[src/rtl/fifo_uart_tx.sv]
// Drains a FIFO read port and serialises each word as start + WIDTH data bits (LSB first) + stop.
// Bit timing comes from an internal CLKDIV-cycle divider; a new word is popped only when idle or at stop-bit end.
module fifo_uart_tx #(
    parameter int WIDTH  = 16,
    parameter int CLKDIV = 4
) (
    input  logic             clk,
    input  logic             rst,
    input  logic [WIDTH-1:0] q,
    input  logic             empty,
    output logic             rd,
    output logic             txd,
    output logic             busy
);
    localparam int DW = (CLKDIV > 1) ? $clog2(CLKDIV) : 1;
    localparam int BW = (WIDTH > 1) ? $clog2(WIDTH) : 1;

    typedef enum logic [1:0] {IDLE, START, DATA, STOP} state_t;

    state_t           state, state_n;
    logic [DW-1:0]    divcnt, divcnt_n;
    logic [BW-1:0]    bitcnt, bitcnt_n;
    logic [WIDTH-1:0] shreg, shreg_n, shreg_sh;
    logic             txd_n, busy_n;
    logic             bit_end, load;

    assign bit_end  = (divcnt == DW'(CLKDIV - 1));
    // Popping at the stop bit's last cycle lets frames run back to back with no idle gap.
    assign load     = ~rst & ~empty & ((state == IDLE) | ((state == STOP) & bit_end));
    assign rd       = load;
    assign shreg_sh = shreg >> 1;

    always_ff @(posedge clk) begin
        if (rst) begin
            state  <= IDLE;
            divcnt <= '0;
            bitcnt <= '0;
            shreg  <= '0;
            txd    <= 1'b1;
            busy   <= 1'b0;
        end else begin
            state  <= state_n;
            divcnt <= divcnt_n;
            bitcnt <= bitcnt_n;
            shreg  <= shreg_n;
            txd    <= txd_n;
            busy   <= busy_n;
        end
    end

    always_comb begin
        state_n  = state;
        divcnt_n = bit_end ? '0 : divcnt + 1'b1;
        bitcnt_n = bitcnt;
        shreg_n  = shreg;
        txd_n    = txd;
        busy_n   = busy;
        case (state)
            IDLE: divcnt_n = '0;
            START: if (bit_end) begin
                state_n  = DATA;
                txd_n    = shreg[0];
                bitcnt_n = '0;
            end
            DATA: if (bit_end) begin
                if (bitcnt == BW'(WIDTH - 1)) begin
                    state_n = STOP;
                    txd_n   = 1'b1;
                end else begin
                    shreg_n  = shreg_sh;
                    txd_n    = shreg_sh[0];
                    bitcnt_n = bitcnt + 1'b1;
                end
            end
            STOP: if (bit_end) begin
                state_n = IDLE;
                busy_n  = 1'b0;
                txd_n   = 1'b1;
            end
            default: state_n = IDLE;
        endcase
        // A load overrides whatever the current state decided.
        if (load) begin
            shreg_n  = q;
            state_n  = START;
            txd_n    = 1'b0;
            busy_n   = 1'b1;
            divcnt_n = '0;
        end
    end
endmodule
[config.mk]
export PLATFORM = sky130hd
export DESIGN_NAME = fifo_uart_tx
export DESIGN_NICKNAME = d
export VERILOG_FILES = /design/src/rtl/fifo_uart_tx.sv
export SDC_FILE = /design/constraint.sdc
export NUM_CORES = 1
export LEC_CHECK = 0
export CORE_UTILIZATION = 30
export DETAILED_ROUTE_END_ITERATION = 10
export GPL_TIMING_DRIVEN = 0
export HOLD_SLACK_MARGIN = 0.08
export SLEW_MARGIN = 20
export SYNTH_ARGS = -nofsm -noshare
export SYNTH_HDL_FRONTEND = slang
export SYNTH_SLANG_ARGS = --single-unit
[constraint.sdc]
create_clock -name clk -period 1.75 [get_ports clk]
set_input_delay 0.35 -clock clk [delete_from_list [all_inputs] [get_ports clk]]
set_output_delay 0.35 -clock clk [all_outputs]
set_load 0.05 [all_outputs]
==> results.txt <==
- The max-slew violation count is 0.
- The synthesized netlist contains 35 unique library cells.
* DRC errors left: 0
- For the pin with the worst max-slew slack, the measured transition is 0.629 ns.
* Path type of the worst setup path: register to primary output
- The worst setup path is captured at a primary output.
- Number of nets in the synthesized netlist: ~180
* GRT Util Overall: 14.6%
* TritonCTS clock tree: built
* Critical Path Fanout Max: 3
- Worst slew margin: 58.1%
* Worst clock skew: 0.00436 ns
- Routability-driven placement finished with a final weighted congestion of 0.810.
* Final count of negative-setup-slack endpoints: 1
- After the first detailed-routing iteration, the DRC count stood at 52.
- At the later pin of the worst-skew pair, clock insertion delay measures 0.27 ns.
- Remaining global-route overflow: 0
* Leakage: 0.663 nW
- Synthesized-area fraction occupied by and/or/nand/nor cells: 18.3%
- CTS H-Tree Depth: 1
- The worst setup path is launched from a register.
- Number of max-cap violations: 0
* Most common cell after layout, fill and taps aside: sky130_fd_sc_hd__nor2_1
- In the final design database the tool counted 214 nets.
* HPWL after detailed placement: 2.04 mm
- After synthesis, the largest area contributor takes up between 30% and 40% of total cell area.
- Antenna violations before repair: 0
- Dominant combinational cell family by area after synthesis: compound AO/OA/AOI/OAI gates
* Critical Path Slowest Stage Cell: sky130_fd_sc_hd__dfxtp_4
- STA puts the critical path data arrival time at 1.60 ns.
* Unrepaired setup endpoints after global routing: true
* Synthesized-area fraction occupied by ao, oa, aoi and oai cells: 25.4%
* Gate count of the mapped netlist: about 150
- Number of top-level pins: 22
* Final critical delay including setup and external delays: 1.95 ns
- Cells with a size suffix above 1 make up 29.6% of the layout.
- Registers take 529 um^2.
* Post-Synthesis Mean Instance Area: slightly below 9 um^2
- Of the post-synthesis cell area, the part taken by muxes is between 1 and 1.5%.
* CTS Root Buffer Type: sky130_fd_sc_hd__clkbuf_8
- Using the TritonRoute via totals, the vias-per-cell ratio works out to between 4 and 5.
- Clock Tree Buf Depth: 2
* Number of vias after detailed routing: ~1,200
* Antenna Diode Count: 0
- The number of hold violations in the final report is 0.
* Largest net degree at the start of global routing: 19
- Summing all multi-input logic gate instances after layout gives 818 um^2.
- The mapped netlist covers 1350 um^2.
- In the layout the commonest cells are sky130_fd_sc_hd__nor2_1 (24), sky130_fd_sc_hd__dfxtp_1 (23), sky130_fd_sc_hd__nand2_1 (19).
- Worst path buffer plus inverter count: 5
- Cell types with the largest area share after synthesis: sky130_fd_sc_hd__dfxtp_1 (39%), sky130_fd_sc_hd__nor2_1 (6.7%), sky130_fd_sc_hd__a211oi_2 (6.5%)
- For this run, global-route usage on met2 was measured as 23.3%.
- Global-route wire length before repair: 5.11 mm
- On the critical path the largest part of the delay comes from buffers and inverters.
- The synthesized netlist devotes 6.51% of its cell area to adder and majority cells.
- Fmax achieved: 514 MHz
* Violations in the final reports: setup timing
- The worst-case IR drop observed on VDD is 0.568 mV.
- Post-DR wirelength/cell: between 10 and 15 um
* Data required, critical path: 1.40 ns
- The floorplan has 23 rows.
* Number of sinks handled by clock tree synthesis: 26
- Register area share after synthesis: 38.7%
* Total Wirelength: 3.19 mm
- In this run the horizontal extent of the chip is 69.0 um.
* Largest area contributor in the synthesized netlist: sky130_fd_sc_hd__dfxtp_1
- Compared with the post-synthesis result, the final layout area differs by 39.2%.
- The floorplan step defined a die boundary enclosing 4760 um^2.
* Antenna-violating nets left: 0
- Yosys printed 0 warnings.
- Share of the core filled with cells: 45.2%
* Initial Util: 32.5%
- PortBufs: 20
- CP Cell Sequence: inv_4 > ha_4 > a21oi_2 > or3_1 > buf_6 > clkinv_8 > buf_12 > buf_12
* Met3 Resource Use GR: 4.61%
- Met1 routing resource usage after global routing: 18.5%
* Synthesized-area fraction occupied by xor and xnor cells: 1.30%
- Number of filler cells placed in the layout: about 400
- Clock transition time at the flip-flop clock pins of the worst setup and hold paths: 0.09 ns
* Result of the run: complete, but fails checks
- Number of buffers created by CTS: 3
* Accumulated negative setup slack: -0.197 ns
- Core Box Area: 4140 um^2
- Among the stages of the critical path, the cell type that occurs most often is sky130_fd_sc_hd__buf_12.
* Delay of the slowest cell on the worst path: approximately 0.38 ns
- The via count of the first global-routing pass was 1,152.
- Path category of the worst min-delay check: primary input to register
* PnR worst setup slack: -0.197 ns
- After synthesis the netlist holds a flip-flop and latch count of 26.
- The pre-antenna-repair detailed-routing pass consisted of 4 iterations.
- For this design, the CTS-stage hold fixing added 0 buffers.
* Die outline height: approximately 69 um
- Grt peak-use layer: met2
* Fraction of the cycle the final worst path needs: 111%
- Power per standard cell area: around 660 nW/um^2
state kept, by name, indices dropped and copies added, names as in the netlist:
| name | flops |
|---|---|
| txd | 1 |
| busy | 1 |
| shreg | 16 |
| bitcnt | 4 |
| divcnt | 2 |
| state | 2 |
cell usage after synthesis:
master	n
sky130_fd_sc_hd__a2111oi_0	1
sky130_fd_sc_hd__a211oi_1	10
sky130_fd_sc_hd__a211oi_2	7
sky130_fd_sc_hd__a21oi_1	10
sky130_fd_sc_hd__a21oi_2	7
sky130_fd_sc_hd__a22oi_1	1
sky130_fd_sc_hd__a31o_2	1
sky130_fd_sc_hd__a31oi_1	1
sky130_fd_sc_hd__and2_1	1
sky130_fd_sc_hd__and3_1	1
sky130_fd_sc_hd__buf_12	1
sky130_fd_sc_hd__buf_2	4
sky130_fd_sc_hd__buf_4	1
sky130_fd_sc_hd__buf_6	2
sky130_fd_sc_hd__clkbuf_1	3
sky130_fd_sc_hd__clkinv_8	1
sky130_fd_sc_hd__dfxtp_1	26
sky130_fd_sc_hd__ha_1	7
sky130_fd_sc_hd__inv_1	4
sky130_fd_sc_hd__mux2i_1	2
sky130_fd_sc_hd__nand2_1	19
sky130_fd_sc_hd__nand3_1	4
sky130_fd_sc_hd__nand3b_1	1
sky130_fd_sc_hd__nand4_1	1
sky130_fd_sc_hd__nor2_1	24
sky130_fd_sc_hd__nor2b_1	1
sky130_fd_sc_hd__nor3_1	1
sky130_fd_sc_hd__nor4_1	1
sky130_fd_sc_hd__nor4b_1	1
sky130_fd_sc_hd__o2111ai_1	2
sky130_fd_sc_hd__o211ai_1	1
sky130_fd_sc_hd__o21ai_0	1
sky130_fd_sc_hd__o22ai_1	1
sky130_fd_sc_hd__or3_1	2
sky130_fd_sc_hd__xor2_1	2
area by class of cell:
type | count | area share [%]
buffer | 10 | 5.14
sequential | 26 | 28.2
tap | 50 | 3.34
multi-input combinational | 111 | 43.7
timing repair buffer | 31 | 15.5
inverter | 5 | 1.94
clock buffer | 3 | 2.20
stage by stage:
step	hold WS [ns]	instances	setup WS (ns)	cell area, um^2	total power [mW]
2_1_floorplan	0.399	153	0.0451	1350	0.800
3_3_place_gp	0.411	223	-0.906	1610	0.873
3_5_place_dp	0.444	223	-0.908	1610	0.878
4_1_cts	0.267	234	-0.245	1800	1.23
5_1_grt	0.254	236	-0.241	1870	1.29
6_report	0.266	236	-0.197	1870	1.23
where the power goes:
part	leakage, nW	total (mW)	internal (mW)	switching (mW)
Sequential	0.215	0.650	0.627	0.0231
Clock	0.0216	0.337	0.155	0.183
Combinational	0.426	0.243	0.123	0.121
Total	0.663	1.23	0.904	0.326
repair_timing:
item | 4_1_cts | 5_1_grt
gates resized for setup | 32 | 16
setup buffers | 9 | 3
pin swaps | 3 | 7
setup endpoints to repair | 17 | 22
path summary, 6_finish.rpt:
| kind | start | end | slack (ns) | cells past startpoint |
|---|---|---|---|---|
| setup / recovery | state[1]$_SDFFE_PP0P_ | rd | -0.20 | 8 |
| hold / removal | rst | state[1]$_SDFFE_PP0P_ | 0.27 | 2 |
| setup reg to reg | state[1]$_SDFFE_PP0P_ | shreg[9]$_SDFFE_PP0P_ | 0.01 | 10 |
| hold reg to reg | divcnt[0]$_SDFF_PP0_ | divcnt[0]$_SDFF_PP0_ | 0.45 | 1 |
logic make-up (layout without fill, tap and decap cells):
family | count (synthesis) | after routing
flops | 26 | 26
fa+ha+maj | 7 | 7
compound gates | 43 | 43
xor+xnor | 2 | 2
buf+inv | 16 | 49
mux | 2 | 2
simple gates | 57 | 57
per-layer routing:
metal | part of all wire (%) | wire, um
met1 | 48 | 1540
met3 | 4.4 | 141
met5 | 0 | 0
met2 | 47 | 1490
met4 | 0.78 | 25
(Power assumes the default switching activity.)
